## config.mk

```make
export PLATFORM = sky130hd
export DESIGN_NAME = mem_access_ctrl
export DESIGN_NICKNAME = d
export VERILOG_FILES = /design/src/rtl/mem_ctrl_pkg.sv /design/src/rtl/mem_rr_arb.sv /design/src/rtl/mem_access_ctrl.sv
export SDC_FILE = /design/constraint.sdc
export NUM_CORES = 1
export LEC_CHECK = 0
export BUFFER_PORTS_ARGS = -buffer_cell sky130_fd_sc_hd__buf_2
export CORE_UTILIZATION = 54
export DETAILED_ROUTE_END_ITERATION = 10
export GPL_ROUTABILITY_DRIVEN = 0
export GPL_TIMING_DRIVEN = 0
export PLACE_DENSITY_LB_ADDON = 0.15
export SLEW_MARGIN = 20
export SYNTH_ARGS = -nofsm -noshare
export SYNTH_HDL_FRONTEND = slang
export SYNTH_SLANG_ARGS = --single-unit
```

## constraint.sdc

```tcl
create_clock -name CLK -period 4.5 [get_ports CLK]
set_input_delay 0.675 -clock CLK [delete_from_list [all_inputs] [get_ports CLK]]
set_output_delay 0.675 -clock CLK [all_outputs]
set_load 0.02 [all_outputs]
```

## src/rtl/mem_ctrl_pkg.sv

```systemverilog
// Shared encodings for the RAM access controller: RAM OP codes, access sizes,
// FSM states and requester IDs.
package mem_ctrl_pkg;

   localparam logic [5:0] OP_RD_BYTE = 6'b000001;
   localparam logic [5:0] OP_RD_HALF = 6'b000010;
   localparam logic [5:0] OP_RD_WORD = 6'b001000;
   localparam logic [5:0] OP_WR_BYTE = 6'b000101;
   localparam logic [5:0] OP_WR_HALF = 6'b000110;
   localparam logic [5:0] OP_WR_WORD = 6'b000100;

   localparam logic [1:0] SZ_BYTE = 2'd0;
   localparam logic [1:0] SZ_HALF = 2'd1;
   localparam logic [1:0] SZ_WORD = 2'd2;
   localparam logic [1:0] SZ_BAD  = 2'd3;

   typedef enum logic [1:0] {
      ST_IDLE,
      ST_BUS,
      ST_DONE
   } state_t;

   localparam int REQ_FETCH = 0;
   localparam int REQ_DATA  = 1;

   function automatic logic [5:0] op_code(input logic rw, input logic [1:0] size);
      case (size)
         SZ_BYTE: return rw ? OP_RD_BYTE : OP_WR_BYTE;
         SZ_HALF: return rw ? OP_RD_HALF : OP_WR_HALF;
         default: return rw ? OP_RD_WORD : OP_WR_WORD;
      endcase
   endfunction

   // Read data is right-justified by the RAM; clear the bytes outside the access.
   function automatic logic [31:0] size_mask(input logic [1:0] size, input logic [31:0] d);
      case (size)
         SZ_BYTE: return {24'b0, d[7:0]};
         SZ_HALF: return {16'b0, d[15:0]};
         default: return d;
      endcase
   endfunction

endpackage

```

## src/rtl/mem_rr_arb.sv

```systemverilog
// Two-way round-robin arbiter: on a tie, grants the requester not granted last.
// last_grant advances only when the controller takes the grant.
module mem_rr_arb
   import mem_ctrl_pkg::*;
(
   input  logic       CLK,
   input  logic       reset,
   input  logic [1:0] req,
   input  logic       take,
   output logic [1:0] gnt
);

   logic last_grant;  // 1 = data was granted last

   always_comb begin
      // NOTE: every combinational output gets a default first, so no path can infer a latch.
      gnt = 2'b00;
      case (req)
         2'b01:   gnt[REQ_FETCH] = 1'b1;
         2'b10:   gnt[REQ_DATA]  = 1'b1;
         2'b11:   if (last_grant) gnt[REQ_FETCH] = 1'b1;
                  else            gnt[REQ_DATA]  = 1'b1;
         default: gnt = 2'b00;
      endcase
   end

   always_ff @(posedge CLK or negedge reset) begin
      if (!reset)    last_grant <= 1'b1;
      else if (take) last_grant <= gnt[REQ_DATA];
   end

endmodule

```

## src/rtl/mem_access_ctrl.sv

```systemverilog
// Sequencer between the fetch/load-store requesters and the byte-addressed RAM:
// arbitrates, checks alignment, runs the Enable/MOC handshake with a timeout.
module mem_access_ctrl
   import mem_ctrl_pkg::*;
#(
   parameter int TIMEOUT = 15,
   parameter int AW      = 9
)
(
   input  logic          CLK,
   input  logic          reset,
   input  logic          if_req,
   input  logic [AW-1:0] if_addr,
   output logic          if_ack,
   output logic [31:0]   if_rdata,
   output logic          if_err,
   input  logic          d_req,
   input  logic          d_rw,
   input  logic [1:0]    d_size,
   input  logic [AW-1:0] d_addr,
   input  logic [31:0]   d_wdata,
   output logic          d_ack,
   output logic [31:0]   d_rdata,
   output logic          d_err,
   output logic          mem_enable,
   output logic          mem_rw,
   output logic [AW-1:0] mem_addr,
   output logic [31:0]   mem_datain,
   output logic [5:0]    mem_op,
   input  logic [31:0]   mem_dataout,
   input  logic          mem_moc,
   output logic          busy
);

   localparam int CW = (TIMEOUT > 1) ? $clog2(TIMEOUT) : 1;

   state_t        state, state_n;
   logic [1:0]    gnt;
   logic          take, sel_data, grant_err, timed_out;
   logic          start, fin, fin_owner, fin_err;
   logic [31:0]   fin_data;
   logic          owner;  // 1 = data requester owns the bus access
   logic [1:0]    cur_size;
   logic [CW-1:0] wait_cnt;

   mem_rr_arb u_arb (
      .CLK   (CLK),
      .reset (reset),
      .req   ({d_req, if_req}),
      .take  (take),
      .gnt   (gnt)
   );

   assign sel_data  = gnt[REQ_DATA];
   assign timed_out = (wait_cnt == CW'(TIMEOUT - 1));
   assign busy      = (state != ST_IDLE);

   always_comb begin
      grant_err = 1'b0;
      if (sel_data)
         grant_err = (d_size == SZ_BAD)
                  || (d_size == SZ_HALF && d_addr[0])
                  || (d_size == SZ_WORD && d_addr[1:0] != 2'b00);
      else
         grant_err = (if_addr[1:0] != 2'b00);
   end

   always_comb begin
      state_n   = state;
      take      = 1'b0;
      start     = 1'b0;
      fin       = 1'b0;
      fin_owner = owner;
      fin_err   = 1'b0;
      fin_data  = '0;
      case (state)
         ST_IDLE: if (|gnt) begin
            take      = 1'b1;
            fin_owner = sel_data;
            if (grant_err) begin
               fin     = 1'b1;
               fin_err = 1'b1;
               state_n = ST_DONE;
            end else begin
               start   = 1'b1;
               state_n = ST_BUS;
            end
         end
         // MOC on the timeout edge still counts as a normal completion.
         ST_BUS: if (mem_moc || timed_out) begin
            fin      = 1'b1;
            fin_err  = !mem_moc;
            fin_data = (mem_moc && mem_rw) ? size_mask(cur_size, mem_dataout) : '0;
            state_n  = ST_DONE;
         end
         ST_DONE: state_n = ST_IDLE;
         default: state_n = ST_IDLE;
      endcase
   end

   always_ff @(posedge CLK or negedge reset) begin
      if (!reset) state <= ST_IDLE;
      else        state <= state_n;
   end

   always_ff @(posedge CLK or negedge reset) begin
      // NOTE: every output register is cleared by reset so an aborted access leaves nothing driven.
      if (!reset) begin
         if_ack     <= 1'b0;
         if_err     <= 1'b0;
         if_rdata   <= '0;
         d_ack      <= 1'b0;
         d_err      <= 1'b0;
         d_rdata    <= '0;
         mem_enable <= 1'b0;
         mem_rw     <= 1'b0;
         mem_addr   <= '0;
         mem_datain <= '0;
         mem_op     <= '0;
         owner      <= 1'b0;
         cur_size   <= SZ_BYTE;
         wait_cnt   <= '0;
      end else begin
         if_ack <= fin && !fin_owner;
         d_ack  <= fin &&  fin_owner;
         if_err <= fin && !fin_owner && fin_err;
         d_err  <= fin &&  fin_owner && fin_err;
         if (fin && !fin_owner) if_rdata <= fin_data;
         if (fin &&  fin_owner) d_rdata  <= fin_data;

         if (start) begin
            mem_enable <= 1'b1;
            owner      <= sel_data;
            cur_size   <= sel_data ? d_size : SZ_WORD;
            mem_addr   <= sel_data ? d_addr : if_addr;
            mem_rw     <= sel_data ? d_rw : 1'b1;
            mem_op     <= sel_data ? op_code(d_rw, d_size) : OP_RD_WORD;
            mem_datain <= sel_data ? d_wdata : '0;
            wait_cnt   <= '0;
         end else if (fin) begin
            mem_enable <= 1'b0;
         end else if (state == ST_BUS && !mem_moc) begin
            wait_cnt <= wait_cnt + 1'b1;
         end
      end
   end

endmodule
```

Word level (Yosys, flattened, before mapping)
Cells that the tools add are included.

operators by class
  $add $sub $neg = 1
  equality and inequality tests = 12
  muxes and demuxes = 40
  reduce and logical (&&, ||, !) cells = 24

operators by type and width
  cell                                                                   number
  32-bit two-way mux                                                     4
  32-bit case mux with 2 select lines                                    1
  1-bit two-way mux                                                      17
  4-bit two-way mux                                                      4
  2-bit nonzero test                                                     5
  9-bit two-way mux                                                      1
  2-bit by 1-bit equality test with 1-bit output, second input constant  4
  2-bit equality test, second input constant                             4
  1-bit logical AND                                                      8
  2-bit two-way mux                                                      4
  1-bit case mux with 2 select lines                                     4
  4-bit case mux with 2 select lines                                     1
  2-bit logical NOT                                                      3
  3-bit two-way mux                                                      2
  6-bit two-way mux                                                      1
  2-bit != test, second input constant                                   3
  4-bit by 1-bit adder with 4-bit output, second input constant          1
  4-bit equality test, second input constant                             1
  2-bit case mux with 2 select lines                                     1
  2-bit AND reduction                                                    2
  1-bit logical OR                                                       3
  1-bit logical NOT                                                      2
  2-bit OR reduction                                                     1

storage, ports and cells
  flip-flop bits (word level) = 127
  input port bits = 90
  output and inout bits = 118
  word-level logic and storage cells = 93

Logic depth before layout (Yosys ltp)
  depth after elaboration = 10
  mapped depth = 9

By module
Synthesis repeated with hierarchy kept, for this count alone.

unflattened totals
  cell total of the unflattened synthesis = 406
  area total of the unflattened synthesis = 5154.9 um2

modules (own cells, without submodules)
  module           instances  cells each  area an instance (um2)  sequential area each (um2)
  mem_access_ctrl  1          401         5091.1                  3103.0
  mem_rr_arb       1          5           63.8                    26.3

Worst setup path after synthesis
No wires, ideal clock.

  kind = input port to flip-flop
  start = input d_req
  end = register d_rdata[31]
  arrival = 1868 ps
  setup slack = 2508 ps
  stages = 7
  buffers on the path = 2
  path through = a21bo_2 > a2111o_1 > o21a_4 > clkinv_2 > buf_12 > buf_12 > o21ai_2

between the ends
  longest elaborated chain between the ends = 7
  elaborated cells on any way between the ends = 13
  those cells by class = eq/ne (3); mux (8); reduce/logical (2)

ends and longest elaborated chain
  item                                line                    RTL
  start: declaration                  mem_access_ctrl.sv:17   input logic d_req,
  2-bit equality test                 mem_rr_arb.sv:18        case (req)
  1-bit case mux with 2 select lines  mem_rr_arb.sv:18
  1-bit two-way mux                   mem_access_ctrl.sv:60   if (sel_data)
  1-bit two-way mux                   mem_access_ctrl.sv:80   if (grant_err) begin
  1-bit two-way mux                   mem_access_ctrl.sv:77   ST_IDLE: if (|gnt) begin
  1-bit case mux with 2 select lines  mem_access_ctrl.sv:76   case (state)
  1-bit logical AND *                 mem_access_ctrl.sv:129  if (fin && fin_owner) d_rdata <= fin_data;
  end signal: assignment              mem_access_ctrl.sv:129
  end: declaration                    mem_access_ctrl.sv:23   output logic [31:0] d_rdata,

Mark *: on every way between the ends. The rest lies on a longest branch, timed or not.
A chain may end at the register's enable or synchronous reset.

Worst setup path in the final report
  start = register state[0]
  end = output busy

between the ends
  longest elaborated chain between the ends = 1

ends and longest elaborated chain
  item                      line                    RTL
  start: declaration        mem_access_ctrl.sv:37   state_t state, state_n;
  start signal: assignment  mem_access_ctrl.sv:103  else state <= state_n;
  2-bit nonzero test        mem_access_ctrl.sv:56   assign busy = (state != ST_IDLE);
  end: declaration          mem_access_ctrl.sv:32   output logic busy

No other way between the ends.

==> results.sh <==
export IMPL_io_pin_count=208
export IMPL_ant_nets=0
export IMPL_area_delta_synth_final_pct=32.2
export IMPL_cp_required_ns=3.83
export IMPL_first_pass_iters=4
export IMPL_tritoncts="built"
export IMPL_swShare_pct=40.0
export IMPL_power_density_nw_per_um2=838
export IMPL_cts_clk_slew_worst_paths_ns=0.05
export IMPL_cp_slowest_cell="dfrtp_1"
export IMPL_grt_pass1_wl_um=23500
export IMPL_fill_cells=756
export IMPL_drv_slew=0
export IMPL_grt_max_degree=67
export IMPL_combPwrFrac_pct=45.9
export IMPL_ctsHoldBuffers=0
export IMPL_rows=37
export IMPL_wl_per_cell_um=16.2
export IMPL_cts_root_buf="clkbuf_8"
export IMPL_end_kind="primary output"
export IMPL_vias_per_cell=5.22
export IMPL_status="finished, final reports clean"
export IMPL_fp_dieW_um=106
export IMPL_post_cts_buffers=0
export IMPL_arrival_ns=1.50
export IMPL_switching_power_w=0.00260
export IMPL_ctsHtreeMaxLevel=4
export IMPL_cts_sinks=125
export IMPL_via_count=4671
export IMPL_grt_overflow_total=0
export IMPL_drive_gt1_share_pct=40.3
export IMPL_synth_top_area_share_pct=52.8
export IMPL_worstHoldPathType="input port to asynchronous set/reset pin"
export IMPL_synth_area_leaders="dfrtp_1 (53%), mux2i_1 (11%), a22o_1 (5.2%)"
export IMPL_multi_input_area_um2=2210
export IMPL_crit_fanout=8
export IMPL_finClkSkew_ns=0.00652
export IMPL_p_leak_nw=4.32
export IMPL_irDropWorstVdd_uv=382
export IMPL_die_height_um=106
export IMPL_muxShareOfSynthArea_pct=13.2
export IMPL_synthXorXnorAreaFrac_pct=0.298
export IMPL_worst_slew_pin_slew_ns=0.673
export IMPL_layout_setup_ws_ns=2.32
export IMPL_grt_usage_pct=27.3
export IMPL_seqPwrFrac_pct=31.1
export IMPL_ys_warn_count=0
export IMPL_drc=0
export IMPL_syn_area_per_cell_um2=11.3
export IMPL_netlist_instances=520
export IMPL_relSlewSlack_pct=54.9
export IMPL_hold_slack_ns=0.128
export IMPL_coreArea_um2=10500
export IMPL_path_cells="nor2_2 -> inv_1 -> buf_2"
export IMPL_max_cap_violations=0
export IMPL_ys_ff_latch=125
export IMPL_synth_compound_area_share_pct=15.5
export IMPL_finalCritPeriodShare_pct=48.4
export IMPL_reg2reg_to="if_rdata[30]$_DFFE_PN0P_"
export IMPL_r2r_start="state[0]$_DFFE_PN0P_"
export IMPL_synthAdderAreaFrac_pct=0.426
export IMPL_wirelength_um=14500
export IMPL_r2r_cells=6
export IMPL_dp_slack_ns=2.10
export IMPL_ys_types=47
export IMPL_rsz0062_at_grt="false"
export IMPL_ys_seq_area_share_pct=53.2
export IMPL_cts_resized=0
export IMPL_synth_simple_gate_area_share_pct=8.17
export IMPL_hpwlAfterDp_um=10300
export IMPL_antennaDiodeCount=0
export IMPL_clkPwrFrac_pct=23.0
export IMPL_clock_latency_ns=0.52
export IMPL_die_area_um2=11300
export IMPL_finalSetupViolations=0
export IMPL_final_util_pct=74.3
export IMPL_fin_setup_tns_ns=0
export IMPL_drtIter0Drc=279
export IMPL_seq_area_um2=3130
export IMPL_start_util_pct=56.2
export IMPL_timing_fmax_mhz=459
export IMPL_numCtsBuffers=17
export IMPL_syn_area_um2=5880
export IMPL_portBuffers=205
export IMPL_finalHoldViolations=0
export IMPL_synth_top_cell_by_area="dfrtp_1"
export IMPL_synth_edff_count=0
export IMPL_period_needed_ns=2.18
export IMPL_clock_path_buffers=2
export IMPL_grt_pass1_vias=4816
export IMPL_r2r_slack_ns=2.45
export IMPL_synth_ff_type="dfrtp_1"
export IMPL_worst_setup_path_type="flip-flop to primary output"
export IMPL_synth_top_family_by_area="compound AO/OA/AOI/OAI gates"
export IMPL_final_net_count=838
export IMPL_intPower_w=0.00391
export IMPL_cp_start_kind="flip-flop"
export IMPL_antenna_found_initial=0
export IMPL_cp_slowest_stage_delay_ns=0.46
export IMPL_async_reset_ff_share_pct=100
-- how the worst max path moves through the flow --
stage / depth (start not counted) / start / slack (ns) / endpoint
after floorplan: 7 / d_req / 2.51 / d_rdata[31]$_DFFE_PN0P_
after global placement: 1 / reset / 1.18 / mem_datain[29]$_DFFE_PN0P_
after detailed placement: 7 / d_size[0] / 2.10 / mem_datain[22]$_DFFE_PN0P_
after CTS: 3 / state[0]$_DFFE_PN0P_ / 2.31 / busy
after global routing: 3 / state[0]$_DFFE_PN0P_ / 2.23 / busy
final: 3 / state[0]$_DFFE_PN0P_ / 2.32 / busy
-- cell type report --
type                       count  area share [%]
clock buffer                  22            6.09
inverter                      72            3.49
buffer                        32            3.46
multi-input combinational    292            28.5
tap                          136            2.19
sequential                   125            40.3
clock inverter                10            2.37
timing repair buffer         206            13.6
-- sequential cells by signal, indices dropped and copies added, names as in the netlist, 2 cells and up --
| register | flops |
|---|---|
| wait_cnt | 4 |
| d_rdata | 32 |
| if_rdata | 32 |
| state | 2 |
| cur_size | 2 |
| mem_datain | 32 |
| mem_addr | 9 |
| mem_op | 4 |
-- Yosys cell counts (all sizes together), types with 2 or more instances --
| cell type | n |
|---|---|
| or3b | 2 |
| a21o | 3 |
| a22o | 35 |
| o21a | 2 |
| mux2i | 65 |
| clkbuf | 7 |
| buf | 25 |
| o21ai | 66 |
| a31oi | 2 |
| dfrtp | 124 |
| a21oi | 7 |
| nor3 | 5 |
| and2 | 12 |
| nand3 | 4 |
| nand2 | 28 |
| nor3b | 9 |
| and3 | 17 |
| mux2 | 9 |
| inv | 71 |
| ha | 2 |
| nor2 | 8 |
-- logic make-up (layout without fill, tap and decap cells) --
logic type | Yosys count | in the layout
other | 1 | 2
flip-flops | 125 | 125
multiplexers | 74 | 74
AND/OR/NAND/NOR | 89 | 89
adder cells (fa/ha/maj) | 2 | 2
buffers and inverters | 104 | 342
XOR/XNOR | 2 | 2
AO/OA/AOI/OAI | 123 | 123
-- layer usage --
layer,up-vias,wire (um),GRT usage [%]
li1,2226,-,-
met1,2255,6230,34.6
met2,174,7230,45.5
met3,16,890,6.87
met4,0,174,9.13
met5,-,0,0
-- power groups by stage --
stage	Combinational, W	Sequential, W	Clock (W)
2_1_floorplan	0.00154	0.00256	0
3_3_place_gp	0.00294	0.00200	0
3_5_place_dp	0.00301	0.00202	0
4_1_cts	0.00302	0.00202	0.00152
5_1_grt	0.00322	0.00209	0.00157
6_report	0.00299	0.00203	0.00150
-- worst max-delay path, delay by kind of cell (launching register included) --
| family | cells | cell delay, ns |
|---|---|---|
| DFF | 1 | 0.46 |
| and+or+nand+nor | 1 | 0.29 |
| buffers and inverters | 2 | 0.23 |
-- cell usage in the layout, fill, tap and decap left out, types with 2 or more instances in the layout --
| cell | n |
|---|---|
| clkinv_2 | 3 |
| o21ai_1 | 27 |
| mux2i_1 | 65 |
| and3_1 | 17 |
| mux2_2 | 3 |
| a21o_1 | 3 |
| mux2_4 | 6 |
| clkbuf_8 | 5 |
| inv_1 | 71 |
| clkinvlp_4 | 2 |
| o21ai_2 | 28 |
| dfrtp_1 | 124 |
| bufinv_16 | 5 |
| a22o_1 | 35 |
| buf_12 | 4 |
| nand2_1 | 28 |
| conb_1 | 2 |
| nor2_1 | 7 |
| a21oi_1 | 7 |
| clkbuf_1 | 8 |
| buf_2 | 214 |
| nor3_1 | 5 |
| buf_6 | 9 |
| o21ai_0 | 11 |
| nor3b_1 | 9 |
| clkbuf_16 | 16 |
| ha_1 | 2 |
| and2_1 | 12 |
| a31oi_1 | 2 |
| buf_4 | 3 |
| nand3_1 | 4 |
-- through the flow --
step	std cells	area [um^2]	power, W
6_report	895	7770	0.00651
5_1_grt	895	7770	0.00688
4_1_cts	895	7770	0.00656
3_5_place_dp	863	7110	0.00503
3_3_place_gp	862	7080	0.00493
2_1_floorplan	521	5880	0.00410
Power figures use the tool's default switching activity.
